===== config.mk =====
export PLATFORM = sky130hd
export DESIGN_NAME = fft_stage_buffer_flat
export DESIGN_NICKNAME = d
export VERILOG_FILES = /design/src/rtl/fft_pkg.sv /design/src/rtl/fft_stage_buffer_if.sv /design/src/rtl/cplx_requant.sv /design/src/rtl/fft_stage_buffer.sv /design/src/flat_wrapper.sv
export SDC_FILE = /design/constraint.sdc
export NUM_CORES = 1
export LEC_CHECK = 0
export CAP_MARGIN = 30
export CORE_MARGIN = 2
export CORE_UTILIZATION = 25
export DETAILED_ROUTE_END_ITERATION = 10
export PLACE_DENSITY_LB_ADDON = 0.15
export SLEW_MARGIN = 20
export SYNTH_ARGS = -nofsm -noshare
export SYNTH_HDL_FRONTEND = slang
export SYNTH_SLANG_ARGS = --single-unit

===== constraint.sdc =====
create_clock -name CLK -period 7.1 [get_ports CLK]
set_clock_uncertainty 0.15 [all_clocks]
set_input_delay 0.71 -clock CLK [delete_from_list [all_inputs] [get_ports CLK]]
set_output_delay 0.71 -clock CLK [all_outputs]
set_load 0.05 [all_outputs]

===== src/rtl/fft_pkg.sv =====
// rtl/fft_pkg.sv - shared widths, packing slots and bank states for the FFT stage buffer.
// FFT_BUF_SAT_EN selects clamping requantization instead of wrap-around.
package fft_pkg;

  localparam int C_POINTS_DEF = 32;

  // Slot index of each component inside a packed {real,imag} word.
  localparam int C_RE_SLOT = 1;
  localparam int C_IM_SLOT = 0;

  localparam logic [1:0] BANK_EMPTY    = 2'd0;
  localparam logic [1:0] BANK_FILLING  = 2'd1;
  localparam logic [1:0] BANK_FULL     = 2'd2;
  localparam logic [1:0] BANK_DRAINING = 2'd3;

`ifdef FFT_BUF_SAT_EN
  localparam bit C_SAT_EN = 1'b1;
`else
  localparam bit C_SAT_EN = 1'b0;
`endif

  function automatic int mult_width(input int input_width, input int point_position);
    return 2 * input_width - point_position + 1;
  endfunction

endpackage


===== src/rtl/fft_stage_buffer_if.sv =====
// rtl/fft_stage_buffer_if.sv - butterfly write beats and sample read port of the stage buffer.
interface fft_stage_buffer_if #(
  parameter int p_inputWidth    = 8,
  parameter int p_PointPosition = 3
);
  import fft_pkg::*;

  localparam int c_W = mult_width(p_inputWidth, p_PointPosition);

  logic                      i_valid;
  logic                      o_ready;
  logic [2*c_W-1:0]          i_r1_p, i_r1_m, i_r2_p, i_r2_m;
  logic [2*c_W-1:0]          i_r3_p, i_r3_m, i_r4_p, i_r4_m;
  logic                      o_frame_ready;
  logic                      i_rd_en;
  logic [2*p_inputWidth-1:0] o_rd_data;
  logic                      o_rd_valid;
  logic                      o_rd_last;
  logic                      o_sat;

  modport master (
    output i_valid, i_r1_p, i_r1_m, i_r2_p, i_r2_m, i_r3_p, i_r3_m, i_r4_p, i_r4_m, i_rd_en,
    input  o_ready, o_frame_ready, o_rd_data, o_rd_valid, o_rd_last, o_sat
  );

  modport slave (
    input  i_valid, i_r1_p, i_r1_m, i_r2_p, i_r2_m, i_r3_p, i_r3_m, i_r4_p, i_r4_m, i_rd_en,
    output o_ready, o_frame_ready, o_rd_data, o_rd_valid, o_rd_last, o_sat
  );

endinterface


===== src/rtl/cplx_requant.sv =====
// rtl/cplx_requant.sv - narrows one complex value to p_inputWidth per component, point kept.
// FFT_BUF_SAT_EN clamps out-of-range components and raises o_sat; otherwise low bits wrap.
module cplx_requant
  import fft_pkg::*;
#(
  parameter int p_inputWidth = 8,
  parameter int p_wideWidth  = 14
) (
  input  logic [2*p_wideWidth-1:0]  i_cplx,
  output logic [2*p_inputWidth-1:0] o_cplx,
  output logic                      o_sat
);

  logic [p_wideWidth-1:0]  w_re, w_im;
  logic [p_inputWidth-1:0] w_re_q, w_im_q;
  logic                    w_re_sat, w_im_sat;

  // Returns {saturated, narrowed}; a value fits when its dropped bits all repeat the new sign bit.
  function automatic logic [p_inputWidth:0] requant(input logic [p_wideWidth-1:0] v);
    logic [p_wideWidth-p_inputWidth:0] hi;
    hi = v[p_wideWidth-1:p_inputWidth-1];
    if (!C_SAT_EN || hi == '0 || hi == '1) return {1'b0, v[p_inputWidth-1:0]};
    if (v[p_wideWidth-1]) return {1'b1, 1'b1, {(p_inputWidth-1){1'b0}}};
    return {1'b1, 1'b0, {(p_inputWidth-1){1'b1}}};
  endfunction

  assign w_re = i_cplx[C_RE_SLOT*p_wideWidth +: p_wideWidth];
  assign w_im = i_cplx[C_IM_SLOT*p_wideWidth +: p_wideWidth];

  assign {w_re_sat, w_re_q} = requant(w_re);
  assign {w_im_sat, w_im_q} = requant(w_im);

  always_comb begin
    o_cplx = '0;
    o_cplx[C_RE_SLOT*p_inputWidth +: p_inputWidth] = w_re_q;
    o_cplx[C_IM_SLOT*p_inputWidth +: p_inputWidth] = w_im_q;
  end

  assign o_sat = w_re_sat | w_im_sat;

endmodule


===== src/rtl/fft_stage_buffer.sv =====
// rtl/fft_stage_buffer.sv - ping-pong frame buffer between FFT butterfly stages.
// FFT_BUF_SAT_EN enables saturating requantization and the sticky o_sat flag.
module fft_stage_buffer
  import fft_pkg::*;
#(
  parameter int p_inputWidth    = 8,
  parameter int p_PointPosition = 3,
  parameter int p_points        = C_POINTS_DEF
) (
  input  logic              CLK,
  input  logic              RST,
  fft_stage_buffer_if.slave bus
);

  localparam int c_W    = mult_width(p_inputWidth, p_PointPosition);
  localparam int c_DW   = 2 * p_inputWidth;
  localparam int c_AW   = $clog2(p_points);
  localparam int c_NB   = p_points / 8;
  localparam int c_BW   = (c_NB > 1) ? $clog2(c_NB) : 1;
  localparam int c_HALF = p_points / 2;

  logic [c_DW-1:0] r_mem [2][p_points];
  logic [1:0]      r_state [2];
  logic            r_wr_bank, r_rd_bank;
  logic [c_BW-1:0] r_beat;
  logic [c_AW-1:0] r_rd_addr;
  logic            r_frame_ready, r_rd_valid, r_rd_last, r_sat;
  logic [c_DW-1:0] r_rd_data;

  logic [2*c_W-1:0] w_in [8];
  logic [c_DW-1:0]  w_q [8];
  logic [7:0]       w_sat;
  logic [c_AW-1:0]  w_base;
  logic             w_wr_blocked, w_wr, w_rd_avail, w_rd, w_last_beat, w_last_addr;

  // Slots 0..3 carry r1..r4 "plus" results, slots 4..7 the matching "minus" results.
  assign w_in[0] = bus.i_r1_p;
  assign w_in[1] = bus.i_r2_p;
  assign w_in[2] = bus.i_r3_p;
  assign w_in[3] = bus.i_r4_p;
  assign w_in[4] = bus.i_r1_m;
  assign w_in[5] = bus.i_r2_m;
  assign w_in[6] = bus.i_r3_m;
  assign w_in[7] = bus.i_r4_m;

  for (genvar g = 0; g < 8; g++) begin : g_req
    cplx_requant #(
      .p_inputWidth(p_inputWidth),
      .p_wideWidth (c_W)
    ) u_req (
      .i_cplx(w_in[g]),
      .o_cplx(w_q[g]),
      .o_sat (w_sat[g])
    );
  end

  assign w_wr_blocked = (r_state[r_wr_bank] == BANK_FULL) || (r_state[r_wr_bank] == BANK_DRAINING);
  assign w_wr         = bus.i_valid && !w_wr_blocked;
  assign w_rd_avail   = (r_state[r_rd_bank] == BANK_FULL) || (r_state[r_rd_bank] == BANK_DRAINING);
  assign w_rd         = bus.i_rd_en && w_rd_avail;
  assign w_last_beat  = (r_beat == c_BW'(c_NB - 1));
  assign w_last_addr  = (r_rd_addr == c_AW'(p_points - 1));
  assign w_base       = c_AW'({r_beat, 2'b00});

  // Memory has no reset so a mid-frame reset only forgets the partial bank.
  always_ff @(posedge CLK) begin
    if (w_wr) begin
      for (int j = 0; j < 4; j++) begin
        r_mem[r_wr_bank][w_base + c_AW'(j)]                  <= w_q[j];
        r_mem[r_wr_bank][w_base + c_AW'(j) + c_AW'(c_HALF)] <= w_q[j+4];
      end
    end
  end

  // Write and read always touch different banks, so both state updates may land together.
  always_ff @(posedge CLK) begin
    if (RST) begin
      r_beat        <= '0;
      r_rd_addr     <= '0;
      r_wr_bank     <= 1'b0;
      r_rd_bank     <= 1'b0;
      r_state[0]    <= BANK_EMPTY;
      r_state[1]    <= BANK_EMPTY;
      r_frame_ready <= 1'b0;
      r_rd_valid    <= 1'b0;
      r_rd_last     <= 1'b0;
      r_rd_data     <= '0;
      r_sat         <= 1'b0;
    end else begin
      r_frame_ready <= w_wr && w_last_beat;
      r_rd_valid    <= w_rd;
      r_rd_last     <= w_rd && w_last_addr;
      if (w_wr) begin
        r_sat <= r_sat | (|w_sat);
        if (w_last_beat) begin
          r_beat             <= '0;
          r_state[r_wr_bank] <= BANK_FULL;
          r_wr_bank          <= ~r_wr_bank;
        end else begin
          r_beat             <= r_beat + 1'b1;
          r_state[r_wr_bank] <= BANK_FILLING;
        end
      end
      if (w_rd) begin
        r_rd_data <= r_mem[r_rd_bank][r_rd_addr];
        if (w_last_addr) begin
          r_rd_addr          <= '0;
          r_state[r_rd_bank] <= BANK_EMPTY;
          r_rd_bank          <= ~r_rd_bank;
        end else begin
          r_rd_addr          <= r_rd_addr + 1'b1;
          r_state[r_rd_bank] <= BANK_DRAINING;
        end
      end
    end
  end

  assign bus.o_ready       = !w_wr_blocked;
  assign bus.o_frame_ready = r_frame_ready;
  assign bus.o_rd_data     = r_rd_data;
  assign bus.o_rd_valid    = r_rd_valid;
  assign bus.o_rd_last     = r_rd_last;
  assign bus.o_sat         = C_SAT_EN && r_sat;

endmodule


===== src/flat_wrapper.sv =====
// flat-port wrapper written by rule: the top's interface ports become plain ports
module fft_stage_buffer_flat import fft_pkg::*;
#(
  parameter int p_inputWidth    = 8,
  parameter int p_PointPosition = 3,
  parameter int p_points        = C_POINTS_DEF
)
  (CLK, RST, bus_i_valid, bus_i_r1_p, bus_i_r1_m, bus_i_r2_p, bus_i_r2_m, bus_i_r3_p, bus_i_r3_m, bus_i_r4_p, bus_i_r4_m, bus_i_rd_en, bus_o_ready, bus_o_frame_ready, bus_o_rd_data, bus_o_rd_valid, bus_o_rd_last, bus_o_sat);
  fft_stage_buffer_if #(.p_inputWidth(p_inputWidth), .p_PointPosition(p_PointPosition)) bus_i ();
  input  logic CLK;
  input  logic RST;
  input wire logic [$bits(bus_i.i_valid)-1:0] bus_i_valid;
  input wire logic [$bits(bus_i.i_r1_p)-1:0] bus_i_r1_p;
  input wire logic [$bits(bus_i.i_r1_m)-1:0] bus_i_r1_m;
  input wire logic [$bits(bus_i.i_r2_p)-1:0] bus_i_r2_p;
  input wire logic [$bits(bus_i.i_r2_m)-1:0] bus_i_r2_m;
  input wire logic [$bits(bus_i.i_r3_p)-1:0] bus_i_r3_p;
  input wire logic [$bits(bus_i.i_r3_m)-1:0] bus_i_r3_m;
  input wire logic [$bits(bus_i.i_r4_p)-1:0] bus_i_r4_p;
  input wire logic [$bits(bus_i.i_r4_m)-1:0] bus_i_r4_m;
  input wire logic [$bits(bus_i.i_rd_en)-1:0] bus_i_rd_en;
  output wire logic [$bits(bus_i.o_ready)-1:0] bus_o_ready;
  output wire logic [$bits(bus_i.o_frame_ready)-1:0] bus_o_frame_ready;
  output wire logic [$bits(bus_i.o_rd_data)-1:0] bus_o_rd_data;
  output wire logic [$bits(bus_i.o_rd_valid)-1:0] bus_o_rd_valid;
  output wire logic [$bits(bus_i.o_rd_last)-1:0] bus_o_rd_last;
  output wire logic [$bits(bus_i.o_sat)-1:0] bus_o_sat;
  assign bus_i.i_valid = bus_i_valid;
  assign bus_i.i_r1_p = bus_i_r1_p;
  assign bus_i.i_r1_m = bus_i_r1_m;
  assign bus_i.i_r2_p = bus_i_r2_p;
  assign bus_i.i_r2_m = bus_i_r2_m;
  assign bus_i.i_r3_p = bus_i_r3_p;
  assign bus_i.i_r3_m = bus_i_r3_m;
  assign bus_i.i_r4_p = bus_i_r4_p;
  assign bus_i.i_r4_m = bus_i_r4_m;
  assign bus_i.i_rd_en = bus_i_rd_en;
  assign bus_o_ready = bus_i.o_ready;
  assign bus_o_frame_ready = bus_i.o_frame_ready;
  assign bus_o_rd_data = bus_i.o_rd_data;
  assign bus_o_rd_valid = bus_i.o_rd_valid;
  assign bus_o_rd_last = bus_i.o_rd_last;
  assign bus_o_sat = bus_i.o_sat;
  fft_stage_buffer #(.p_inputWidth(p_inputWidth), .p_PointPosition(p_PointPosition), .p_points(p_points)) u_core (.CLK(CLK), .RST(RST), .bus(bus_i));
endmodule

==> metrics <==
Final #Nets between 2000 and 3000; critical setup path kind reg2reg; area leader, netlist edfxtp_1; Synth Warn # 0; Sw Ratio 22.20%; global placement routability congestion ~0.72; WL per Instance 26.53 µm; Worst Path Buf+Inv 2; pin count of the biggest net entering global routing 128; post-CTS setup buffers 0; worst-case vdd ir drop 0.2141 mV; Hold WC Path Type reg2reg; Synth area leaders edfxtp_1, mux4_2, a21o_1; Post-Layout Inst Area 0.05286 mm²; fin crit share between 50% and 60%; Worst path max stage delay 0.67 ns; syn_area_per_cell 17.38 µm²; routed wire length 136300 µm; clk slew on worst S/H paths 0.06 ns; Sink Count 1056; first-pass GRT wire length approximately 190000 µm; H-Tree Depth 3; DP HPWL 84240 µm; Switching Power 3.108 mW; Synth Instances 2585; Min Hold Slack 0.3595 ns; Yosys top cell area share about two thirds; number of I/O pins roughly 250; CTS tree built; EDFF count, synth 1026; initial antenna violation count 35; Pleak 17.94 nW; Seq pwr share 50.6%; Slew @ Worst Pin 1.041 ns; vias per cell 4.745; final hold violations 0; Mapped Nets around 2800; clock root buffer clkbuf_16; critical path startpoint category flip-flop; core box area 0.1786 mm²; Initial Utilization 25.16%; Die H 428.0 µm; fin crit period roughly 3.8 ns; Remaining DRCs 0; Synth async-reset ratio 0%; fin. max-slew vios 0; Comb pwr share 6.5%; post-synthesis cell area 0.04494 mm²; critical path endpoint category flip-flop; area delta synth->final 17.63%; Max clock buf depth 3; CP arrival 4.01 ns; peak fanout along the critical path 88; clock share of power a little over two fifths; Setup TNS 0 ns; Seq/Total Area, Yosys 69.90%; grt ovf 0; Port Buffers 151; Worst EP required 7.30 ns; Worst slew margin 30.49%; cell with the most instances after synthesis edfxtp_1; hold buffers post-CTS 0; CP max-delay cell ha_4; status finished clean; crit path cell chain mux2i_1, nand2_1, nor2_4, buf_4, ha_4, buf_12; Synth cell types 46; Clock Latency Late Sink 0.73 ns; dpl cell area about 0.05 mm²; number of synthesized register bits 1056; fin util 29.59%; ANT nets after route 0; Die ar. 0.1832 mm²; Row Count 155; cts bufs inserted 118; 1st-iter DRT viols between 1500 and 2000; Pre-antenna DRT Iters 7; Post-synth top cells edfxtp_1, a21o_1, mux2i_1; Power Density 264.9 mW/mm²; GRT Total Usage 14.62%; internal power 10.90 mW; delay-heaviest family, CP buffers and inverters; Main synth FF type edfxtp_1; # setup viols final 0; Peak Freq 262.2 MHz; RSZ-0062 raised after global routing no; Vias 24390; post-CTS sizing 0; vias in the first global route 26100; Die Wd 428.0 µm; share of cells above drive strength 1 17.07%; max_cap viols 0
-- power groups by stage --
stage               clock network (mW)  logic (mW)  registers [mW]
floorplan                            0       0.510            7.23
global placement                     0       0.885            7.21
detailed placement                   0       0.922            7.21
CTS                               6.18       0.927            7.08
global route                      6.41       0.985            7.09
finish                            6.01       0.908            7.08
-- through the flow --
stage	power, mW	cells	worst slack (ns)
6_report	14.00	5139	3.286
5_1_grt	14.48	5137	3.024
4_1_cts	14.18	5128	3.214
3_5_place_dp	8.136	4910	2.853
3_3_place_gp	8.091	4902	2.929
2_1_floorplan	7.738	2585	0.9941
-- cell families (layout without fill, tap and decap cells) --
kind of cell	count (synthesis)	count (layout)	share of synthesized area, %
AND/OR/NAND/NOR	223	223	2.581
other	1	9	0.008345
multiplexers	385	385	13.28
XOR/XNOR	2	2	0.03899
buffers and inverters	240	431	2.550
AO/OA/AOI/OAI	669	669	11.40
flip-flops	1056	1056	69.90
adder cells (fa/ha/maj)	9	9	0.2506
-- layer usage --
layer / vias up / wire (µm) / GRT usage [%]
met5: - / 35 / 0
met4: 6 / 4257 / 5.302
met3: 240 / 5967 / 2.557
met2: 668 / 70760 / 25.98
met1: 12800 / 55290 / 17.67
li1: 10670 / - / -
-- layout by cell type, fill, tap and decap left out, types with 12 or more instances in the layout --
master,Yosys,layout
edfxtp_1,1026,1026
a21o_1,449,449
mux2i_1,173,173
mux4_2,164,164
clkdlybuf4s50_1,0,151
clkbuf_16,0,120
nor2b_1,81,75
nand2_1,56,56
mux2_2,48,48
nand3_1,47,46
buf_4,17,39
clkbuf_1,123,30
a221oi_1,29,29
clkinv_1,0,26
dfxtp_1,30,25
o21ai_0,23,23
clkinv_2,0,21
a221o_1,18,18
o22ai_1,16,16
a211oi_1,15,15
a22o_1,14,14
a2111oi_0,14,14
o32a_1,14,14
o221a_2,14,14
a22oi_1,14,14
o2111ai_1,14,14
o21ai_1,12,12
nor2_1,14,12
-- sequential cells by signal (all words and copies together), names as in the netlist, named ones only --
name and count:
u_core.r_mem 1024, u_core.bus.o_rd_data 16, u_core.r_rd_addr 5, u_core.r_beat 2
u_core.r_state 2, u_core.bus.o_frame_ready 1, u_core.bus.o_rd_last 1, u_core.bus.o_rd_valid 1
u_core.r_rd_bank 1, u_core.r_wr_bank 1
-- final timing paths --
path                            start                       end  slack [ns]  cells past startpoint
max              u_core.r_state[1][1]      u_core.r_mem[1][302]        3.29                      6
min          u_core.bus.o_rd_data[15]  u_core.bus.o_rd_data[15]        0.36                      2
min reg2reg  u_core.bus.o_rd_data[15]  u_core.bus.o_rd_data[15]        0.36                      2
max reg2reg      u_core.r_state[1][1]      u_core.r_mem[1][302]        3.29                      6
-- area by class of cell --
type | instances | area, µm²
Antenna cell | 8 | 20.02
Clock buffer | 156 | 3198
Fill cell | 17530 | 125800
Sequential cell | 1056 | 31430
Clock inverter | 62 | 566.8
Tap cell | 2355 | 2947
Timing Repair Buffer | 207 | 2177
Inverter | 6 | 22.52
Multi-Input combinational cell | 1289 | 12500
-- tightest hold or removal path, cell delays in order (launching register included) --
cell     delay (ns)
dfxtp_1        0.34
nand2_1        0.07
nand3_1        0.05
Power figures use the tool's default switching activity.
